File: config.mk
export PLATFORM = sky130hd
export DESIGN_NAME = uart_txrx_core
export DESIGN_NICKNAME = d
export VERILOG_FILES = /design/src/rtl/uart_txrx_pkg.sv /design/src/rtl/uart_rx_sampler.sv /design/src/rtl/uart_txrx_core.sv
export SDC_FILE = /design/constraint.sdc
export NUM_CORES = 1
export LEC_CHECK = 0
export BUFFER_PORTS_ARGS = -buffer_cell sky130_fd_sc_hd__buf_2
export CAP_MARGIN = 10
export CORE_UTILIZATION = 55
export DETAILED_ROUTE_END_ITERATION = 8
export GPL_TIMING_DRIVEN = 0
export PLACE_DENSITY = 0.73
export SLEW_MARGIN = 20
export SYNTH_ARGS = -nofsm -noshare
export SYNTH_HDL_FRONTEND = slang
export SYNTH_HIERARCHICAL = 1
export SYNTH_SLANG_ARGS = --single-unit
File: constraint.sdc
create_clock -name clk -period 5.9 [get_ports clk]
set_clock_uncertainty 0.1 [all_clocks]
set_input_delay 0.59 -clock clk [delete_from_list [all_inputs] [get_ports clk]]
set_output_delay 0.59 -clock clk [all_outputs]
set_load 0.03 [all_outputs]
File: src/rtl/uart_txrx_pkg.sv
// Shared types and helpers for the UART bit engine.
// Defining UART_TXRX_PARITY_EN adds an even-parity bit to both directions.
package uart_txrx_pkg;
    localparam int DATA_BITS   = 8;
    localparam int DEF_MIN_DIV = 4;

    typedef enum logic [2:0] {
        TX_IDLE,
        TX_START,
        TX_DATA,
`ifdef UART_TXRX_PARITY_EN
        TX_PARITY,
`endif
        TX_STOP
    } tx_state_e;

    typedef enum logic [2:0] {
        RX_IDLE,
        RX_START,
        RX_DATA,
`ifdef UART_TXRX_PARITY_EN
        RX_PARITY,
`endif
        RX_STOP,
        RX_WAITHI
    } rx_state_e;

    function automatic logic [31:0] div_clamp(input logic [31:0] div, input logic [31:0] min_div);
        return (div < min_div) ? min_div : div;
    endfunction
endpackage

File: src/rtl/uart_rx_sampler.sv
// Rx path: synchroniser, start detect, mid-bit sampling FSM and frame/parity error reporting.
// Parity checking is present only when UART_TXRX_PARITY_EN is defined.
module uart_rx_sampler
    import uart_txrx_pkg::*;
#(
    parameter int SYNC_STAGES = 2
) (
    input  logic        clk,
    input  logic        rst_n,
    input  logic [31:0] i_div_eff,
    input  logic        i_rx,
    output logic [7:0]  o_data,
    output logic        o_valid,
    output logic        o_frame_err
);
    rx_state_e              r_state, w_next;
    logic [SYNC_STAGES-1:0] r_sync;
    logic                   r_rx_d;
    logic [31:0]            r_cnt, r_div;
    logic [7:0]             r_shift;
    logic [2:0]             r_bit;
    logic                   w_rx, w_fall, w_tick, w_good, w_bad;
`ifdef UART_TXRX_PARITY_EN
    logic                   r_par_err;
`endif

    assign w_rx   = r_sync[SYNC_STAGES-1];
    assign w_fall = r_rx_d & ~w_rx;
    assign w_tick = (r_cnt == 32'd1);

    always_ff @(posedge clk or negedge rst_n) begin
        if (!rst_n) begin
            r_sync <= '1;
            r_rx_d <= 1'b1;
        end else begin
            r_sync <= {r_sync[SYNC_STAGES-2:0], i_rx};
            r_rx_d <= w_rx;
        end
    end

    always_ff @(posedge clk or negedge rst_n) begin
        if (!rst_n) r_state <= RX_IDLE;
        else        r_state <= w_next;
    end

    always_comb begin
        w_next = r_state;
        case (r_state)
            RX_IDLE:   if (w_fall) w_next = RX_START;
            RX_START:  if (w_tick) w_next = w_rx ? RX_IDLE : RX_DATA;
`ifdef UART_TXRX_PARITY_EN
            RX_DATA:   if (w_tick && r_bit == 3'(DATA_BITS-1)) w_next = RX_PARITY;
            RX_PARITY: if (w_tick) w_next = RX_STOP;
`else
            RX_DATA:   if (w_tick && r_bit == 3'(DATA_BITS-1)) w_next = RX_STOP;
`endif
            RX_STOP:   if (w_tick) w_next = w_rx ? RX_IDLE : RX_WAITHI;
            RX_WAITHI: if (w_rx) w_next = RX_IDLE;
            default:   w_next = RX_IDLE;
        endcase
    end

    always_comb begin
        w_good = 1'b0;
        w_bad  = 1'b0;
        if (r_state == RX_STOP && w_tick) begin
`ifdef UART_TXRX_PARITY_EN
            w_good = w_rx & ~r_par_err;
            w_bad  = ~w_rx | r_par_err;
`else
            w_good = w_rx;
            w_bad  = ~w_rx;
`endif
        end
    end

    always_ff @(posedge clk or negedge rst_n) begin
        if (!rst_n) begin
            r_cnt       <= '0;
            r_div       <= '0;
            r_shift     <= '0;
            r_bit       <= '0;
            o_data      <= '0;
            o_valid     <= 1'b0;
            o_frame_err <= 1'b0;
`ifdef UART_TXRX_PARITY_EN
            r_par_err   <= 1'b0;
`endif
        end else begin
            o_valid     <= w_good;
            o_frame_err <= w_bad;
            if (w_good) o_data <= r_shift;
            if (r_state == RX_IDLE) begin
                // First sample lands mid start bit; later ones a full bit apart.
                if (w_fall) begin
                    r_cnt <= i_div_eff >> 1;
                    r_div <= i_div_eff;
                    r_bit <= '0;
`ifdef UART_TXRX_PARITY_EN
                    r_par_err <= 1'b0;
`endif
                end
            end else if (w_tick) begin
                r_cnt <= r_div;
                if (r_state == RX_DATA) begin
                    r_shift <= {w_rx, r_shift[7:1]};
                    r_bit   <= r_bit + 3'd1;
                end
`ifdef UART_TXRX_PARITY_EN
                if (r_state == RX_PARITY) r_par_err <= (^r_shift) ^ w_rx;
`endif
            end else begin
                r_cnt <= r_cnt - 32'd1;
            end
        end
    end
endmodule

File: src/rtl/uart_txrx_core.sv
// UART bit engine under the register block: Tx FSM here, Rx in uart_rx_sampler.
// Defining UART_TXRX_PARITY_EN switches framing from 8N1 to 8E1.
module uart_txrx_core
    import uart_txrx_pkg::*;
#(
    parameter int SYNC_STAGES = 2,
    parameter int MIN_DIV     = DEF_MIN_DIV
) (
    input  logic        clk,
    input  logic        rst_n,
    input  logic [31:0] baud_div,
    input  logic [7:0]  tx_data,
    input  logic        tx_start,
    output logic        tx_busy,
    output logic [7:0]  rx_data,
    output logic        rx_valid,
    output logic        rx_frame_err,
    output logic        tx,
    input  logic        rx
);
    tx_state_e   r_tx_state, w_tx_next;
    logic [31:0] r_tx_cnt, r_tx_div, w_div_eff;
    logic [7:0]  r_tx_shift;
    logic [2:0]  r_tx_bit;
    logic        r_tx_par;
    logic        w_tx_accept, w_tx_tick;

    assign w_div_eff   = div_clamp(baud_div, 32'(MIN_DIV));
    assign w_tx_accept = (r_tx_state == TX_IDLE) && tx_start;
    assign w_tx_tick   = (r_tx_cnt == 32'd1);

    always_ff @(posedge clk or negedge rst_n) begin
        if (!rst_n) r_tx_state <= TX_IDLE;
        else        r_tx_state <= w_tx_next;
    end

    always_comb begin
        w_tx_next = r_tx_state;
        case (r_tx_state)
            TX_IDLE:   if (tx_start) w_tx_next = TX_START;
            TX_START:  if (w_tx_tick) w_tx_next = TX_DATA;
`ifdef UART_TXRX_PARITY_EN
            TX_DATA:   if (w_tx_tick && r_tx_bit == 3'(DATA_BITS-1)) w_tx_next = TX_PARITY;
            TX_PARITY: if (w_tx_tick) w_tx_next = TX_STOP;
`else
            TX_DATA:   if (w_tx_tick && r_tx_bit == 3'(DATA_BITS-1)) w_tx_next = TX_STOP;
`endif
            TX_STOP:   if (w_tx_tick) w_tx_next = TX_IDLE;
            default:   w_tx_next = TX_IDLE;
        endcase
    end

    // Divider is frozen per frame so baud_div changes only affect the next one.
    always_ff @(posedge clk or negedge rst_n) begin
        if (!rst_n) begin
            r_tx_cnt   <= '0;
            r_tx_div   <= '0;
            r_tx_shift <= '0;
            r_tx_bit   <= '0;
            r_tx_par   <= 1'b0;
        end else if (w_tx_accept) begin
            r_tx_cnt   <= w_div_eff;
            r_tx_div   <= w_div_eff;
            r_tx_shift <= tx_data;
            r_tx_bit   <= '0;
            r_tx_par   <= ^tx_data;
        end else if (r_tx_state != TX_IDLE) begin
            if (w_tx_tick) begin
                r_tx_cnt <= r_tx_div;
                if (r_tx_state == TX_DATA) begin
                    r_tx_shift <= r_tx_shift >> 1;
                    r_tx_bit   <= r_tx_bit + 3'd1;
                end
            end else begin
                r_tx_cnt <= r_tx_cnt - 32'd1;
            end
        end
    end

    always_comb begin
        tx      = 1'b1;
        tx_busy = (r_tx_state != TX_IDLE);
        case (r_tx_state)
            TX_START:  tx = 1'b0;
            TX_DATA:   tx = r_tx_shift[0];
`ifdef UART_TXRX_PARITY_EN
            TX_PARITY: tx = r_tx_par;
`endif
            default:   tx = 1'b1;
        endcase
    end

    uart_rx_sampler #(.SYNC_STAGES(SYNC_STAGES)) u_rx (
        .clk         (clk),
        .rst_n       (rst_n),
        .i_div_eff   (w_div_eff),
        .i_rx        (rx),
        .o_data      (rx_data),
        .o_valid     (rx_valid),
        .o_frame_err (rx_frame_err)
    );
endmodule

==> results of run 1 <==
-- sequential cells by signal, indices dropped and copies added (netlist names) --
signal	cells
u_rx/r_shift	8
r_tx_div	32
u_rx/r_rx_d	1
u_rx/o_valid	1
r_tx_state	2
u_rx/r_sync	2
u_rx/o_data	8
u_rx/r_bit	3
u_rx/r_state	3
u_rx/r_div	32
u_rx/o_frame_err	1
u_rx/r_cnt	32
r_tx_cnt	32
r_tx_bit	3
r_tx_shift	8
-- per-layer routing --
metal	GRT usage, %	up-vias
met4	12.56	0
li1	-	3785
met1	43.62	3971
met2	45.52	427
met3	6.811	67
met5	0	-
-- cells by family (layout without fill, tap and decap cells) --
| kind of cell | after synthesis | count (layout) |
|---|---|---|
| AND/OR/NAND/NOR | 405 | 405 |
| AO/OA/AOI/OAI | 178 | 178 |
| flip-flops | 168 | 168 |
| multiplexers | 113 | 113 |
| buffers and inverters | 110 | 197 |
| XOR/XNOR | 32 | 32 |
| adder cells (fa/ha/maj) | 12 | 12 |
-- where the power goes --
group	switching, W	internal, W	total [W]
Sequential	0.000316	0.00149	0.00181
Combinational	0.000760	0.000600	0.00136
Clock	0.000488	0.000681	0.00117
Total	0.00156	0.00278	0.00434
-- how the worst max path moves through the flow --
stage | slack (ps) | endpoint | startpoint | cells after the start
5_1_grt | 2640 | tx_busy | r_tx_state[0] | 6
3_3_place_gp | 1390 | u_rx/r_cnt[4] | rst_n | 1
2_1_floorplan | 3420 | u_rx/r_shift[1] | u_rx/r_cnt[5] | 6
3_5_place_dp | 2930 | u_rx/r_cnt[20] | u_rx/r_cnt[0] | 8
4_1_cts | 2750 | tx_busy | r_tx_state[0] | 6
6_report | 2720 | tx_busy | r_tx_state[0] | 6
-- layout by cell type, fill, tap and decap left out, types with 9 or more instances in the layout --
| cell | count |
|---|---|
| a21oi_1 | 25 |
| buf_2 | 59 |
| clkbuf_1 | 78 |
| clkbuf_16 | 17 |
| dfrtp_1 | 165 |
| ha_1 | 12 |
| inv_1 | 20 |
| mux2_2 | 49 |
| mux2i_1 | 55 |
| nand2_1 | 183 |
| nand3_1 | 11 |
| nand4_1 | 10 |
| nor2_1 | 60 |
| nor3_1 | 42 |
| nor4_1 | 32 |
| o21ai_0 | 49 |
| o22ai_1 | 21 |
| o31a_1 | 9 |
| xnor2_1 | 25 |
-- cell type report --
class	instances	area, um^2
well taps	220	275.3
flip-flops and latches	168	4208
inverters	20	75.07
fillers	1416	6047
plain buffers	90	355.3
clock buffers	18	439.2
clock inverters	13	172.7
repair buffers	56	312.8
multi-input cells	740	4875
-- stage by stage --
stage / cells / total power (W) / hold WS [ps] / instance area, um^2
after floorplan: 1018 / 0.002765 / 194.4 / 9513
after global placement: 1293 / 0.003104 / 245.8 / 10060
after detailed placement: 1294 / 0.003155 / 246.8 / 10100
after CTS: 1325 / 0.004327 / 41.08 / 10710
after global routing: 1325 / 0.004586 / 53.95 / 10710
final: 1325 / 0.004339 / 3.291 / 10710
-- critical path, cell delays in order, from the launching register on --
cell	delay, ps
dfrtp_1	400
inv_1	80
ha_1	200
clkbuf_1	220
inv_1	280
clkbuf_1	550
buf_2	320
==> run metrics, run 1 <==
Crit Reg-Reg Startpoint=u_rx/r_cnt[0]; Worst setup EP type=primary output; run status=finished, final reports clean; R2R cell count=8; Worst Path Arrival=2490 ps; Gate Count Post-Synth=1018; clk buf depth=2; met2 routed WL=11490 um; simple-gate share of the synthesized area=21.44%; antenna diode count=0; H-tree depth=4; Area contributors post-synth=dfrtp_1, nand2_1, mux2_2; register area share after synthesis=44.23%; Worst R2R Setup Slack=2760 ps; MaxCap Viol Count=0; synthesized-area fraction occupied by adder cells=1.578%; final period utilization=53.87%; Async SR Flop Fraction=100.0%; worst path required time=5210 ps; first-pass GRT wire length=41950 um; Die Height=133.5 um; First-pass DRT Iterations=6; Final HPWL DP=18350 um; unrepaired setup endpoints after global routing=false; VDD IR-drop max=0.2393 mV; Core Area=0.01676 mm^2; fin crit period=3178 ps; Initial Util=56.76%; global-route usage over all layers=30.71%; total clock sinks=168; PostCTS Resize Cnt=0; top cell types by occurrence after synthesis=nand2_1, dfrtp_1, clkbuf_1; row count=47; crit start category=flip-flop; global route overflow=0; Synth-to-Final Area Change=12.61%; setup violators final=0; Die W=133.5 um; Wirelength per Cell=19.89 um; largest net degree at the start of global routing=96; clock buffer count from CTS=17; Hold-fix buffers, CTS=0; IO Port Bufs=55; routability cong.=0.9599; DRC marker count from the first detailed-route iteration=935; Compound-Gate Fraction of Synth Area=12.35%; synthesized area per cell=9.345 um^2; antenna violations before repair=0; Yosys warning count=6; post-layout util=63.92%; worst min path class=in2async; post-route setup TNS=0 ps; PwrDens=405.1 mW/mm^2; worst slack, placed=2925 ps; via count=8250; Boundary Pins=56; antenna-violating nets left=0; drt drc=0; wl on met1=11670 um; Post-Synth XOR/XNOR Area=2.946%; critical path class=reg2out; layout cells sized above 1=15.93%; Slew HR=26.50%; top-count cell post-synth=nand2_1; # nets final=1149; Netlist Area Pre-Place=0.009513 mm^2; Synth cell types=75; Root Driver=clkbuf_16; Slew Viols, Final=0; RR Endpoint=u_rx/r_cnt[14]; Yosys reg bits=168; Hold Fails Final Rpt=0; Routed WL=26360 um; top cell type's share of synthesized area=43.40%; leakage power=4.685 nW; area leader, netlist=dfrtp_1; Post-synth EDFFs=0; clk_lat worst skew=440 ps; main combinational cell family by area after synthesis=simple AND/OR/NAND/NOR gates; Post-Syn Nets=1074; Post CTS Setup Buffer Count=0; Clk pin slew, worst setup/hold paths=70 ps; CTS tree=built; top sig layer=met4; Peak Freq=314.6 MHz; pin slew with the least headroom to its limit=1100 ps; via/cell ratio=6.226; Synth Flop Type=dfrtp_1; setup ws final=2722 ps; die area=0.01783 mm^2; crit-path max FO=10; vias in the first global route=7762; mux share of post-synthesis cell area=12.93%; met3 WL=2350 um
No activity file was read; power rests on OpenSTA's default activity.
==> run 2, diff against run 1 <==
==> constraint.sdc (replaced) <==
create_clock -name clk -period 3.1 [get_ports clk]
set_clock_uncertainty 0.1 [all_clocks]
set_input_delay 0.31 -clock clk [delete_from_list [all_inputs] [get_ports clk]]
set_output_delay 0.31 -clock clk [all_outputs]
set_load 0.03 [all_outputs]
==> run 2 against run 1 <==
Against the previous run: highest routed layer unchanged; largest power group unchanged; global-route usage about the same; sequential cell count unchanged; critical path type is now reg2reg; sequential power increased by 91%; largest cell class unchanged.
==> run metrics, run 2 (same netlist as run 1, synthesis figures left out) <==
grt met3 use=6.811%; IO Port Bufs=55; Min-Delay Path Depth=3; Peak Freq=335.0 MHz; Final Cell Area=0.01074 mm^2; routability cong.=0.9599; Die Height=133.5 um; VDD IR-drop max=0.4572 mV; combinational power share=31.4%; Hold Fails Final Rpt=0; Fillers=1414; Die W=133.5 um; Clk pwr share=26.9%; Routed WL=26400 um; worst path required time=3330 ps; fin crit period=2985 ps; antenna diode count=0; Hold Path Sink=r_tx_shift[5]; pin slew with the least headroom to its limit=1038 ps; Boundary Pins=56; GRT busiest layer=met2; Sequential Power Share=41.7%; Initial Util=56.76%; MaxCap Viol Count=0; clock buffer count from CTS=17; clk_lat worst skew=430 ps; Synth-to-Final Area Change=12.88%; Crit Reg-Reg Startpoint=u_rx/r_cnt[5]; Slew Viols, Final=0; global route overflow=0; grt met1 use=43.64%; run status=finished, final reports clean; total clock sinks=168; Root Driver=clkbuf_16; sw frac=36.05%; Sequential Area=0.004208 mm^2; Slew HR=30.66%; setup violators final=0; RR Endpoint=u_rx/r_cnt[14]; post-layout util=64.07%; commonest non-fill, non-tap cell in the layout=nand2_1; CTS tree=built; drt drc=0; dpl cells=1294; First-pass DRT Iterations=6; Clk pin slew, worst setup/hold paths=70 ps; via/cell ratio=6.241; multi-input logic area=0.004880 mm^2; layout cells sized above 1=15.99%; R2R cell count=6; Final HPWL DP=18350 um; row count=47; global-route usage over all layers=30.72%; # nets final=1151; crit-path max FO=10; via count=8282; largest net degree at the start of global routing=96; unrepaired setup endpoints after global routing=false; antenna violations before repair=0; Worst Path Arrival=3220 ps; DRC marker count from the first detailed-route iteration=885; first-pass GRT wire length=41960 um; vias in the first global route=7765; H-tree depth=4; antenna-violating nets left=0; final period utilization=96.28%; Post CTS Setup Buffer Count=0; Final Power=0.008264 W; internal power=0.005285 W; final std cells w/o fill=1327; hold path start=tx_data[5]; critical path class=reg2reg; Worst setup EP type=flip-flop; worst min path class=in2reg; leakage power=4.695 nW; clk buf depth=2; die area=0.01783 mm^2; Core Area=0.01676 mm^2; Wirelength per Cell=19.89 um; crit start category=flip-flop; Worst R2R Setup Slack=120 ps; PwrDens=769.6 mW/mm^2; met2 usage=45.52%; dpl cell area=0.01010 mm^2; NetSw=0.002979 W; commonest non-fill, non-tap cells in the layout=nand2_1, dfrtp_1, clkbuf_1
-- run 2: cell types whose count changed in the layout (fill, tap and decap cells not counted), sizes merged --
cell,previous run,this run
dlygate4sd3,0,2
-- run 2: worst max-delay path: stages, from the launching register on --
cell and delay [ps]:
dfrtp_1 460, nor4_4 660, and4_1 360, and4_1 310
clkbuf_1 540, nor3_1 180, o31ai_1 260
-- run 2: worst max-delay path by stage --
| stage | from | to | slack, ps | depth (start not counted) |
|---|---|---|---|---|
| after CTS | u_rx/r_cnt[0] | u_rx/r_cnt[20] | 100 | 8 |
| after global placement | rst_n | u_rx/r_cnt[4] | -1130 | 1 |
| after global routing | u_rx/r_cnt[5] | u_rx/r_cnt[13] | 20 | 6 |
| after floorplan | u_rx/r_cnt[5] | u_rx/r_shift[1] | 620 | 6 |
| after detailed placement | u_rx/r_cnt[0] | u_rx/r_cnt[20] | 130 | 8 |
| final | u_rx/r_cnt[5] | u_rx/r_cnt[14] | 120 | 6 |
-- run 2: cell type report --
| type | instances | area share, % |
|---|---|---|
| buffer | 90 | 3.309 |
| tap | 220 | 2.564 |
| multi-input combinational | 740 | 45.44 |
| timing repair buffer | 58 | 3.100 |
| inverter | 20 | 0.6991 |
| sequential | 168 | 39.19 |
| clock inverter | 13 | 1.608 |
| clock buffer | 18 | 4.090 |
-- run 2: timing repair --
item	CTS	global route
gates resized for setup	0	1
hold buffers	2	0
hold endpoints to repair	71	0
setup endpoints to repair	0	5
-- run 2: power groups by stage --
stage,clock [W],combinational [W],sequential [W]
final,0.00223,0.00259,0.00345
after global routing,0.00233,0.00287,0.00353
after CTS,0.00225,0.00256,0.00343
after detailed placement,0,0.00254,0.00346
after global placement,0,0.00247,0.00344
after floorplan,0,0.00196,0.00330
-- run 2: routing by layer --
| layer | vias up | part of all wire (%) |
|---|---|---|
| li1 | 3789 | - |
| met1 | 4009 | 44 |
| met2 | 415 | 44 |
| met3 | 69 | 8.6 |
| met4 | 0 | 3.3 |
| met5 | - | 0 |
-- run 2: per-stage QoR --
step                      TNS, ps  hold WS [ps]  worst slack [ps]
final                           0         31.87             115.3
after floorplan                 0        -85.59             623.5
after detailed placement        0         220.8             125.5
after global routing            0         46.89             15.32
after CTS                       0         25.82             99.65
after global placement    -183330         245.8             -1127
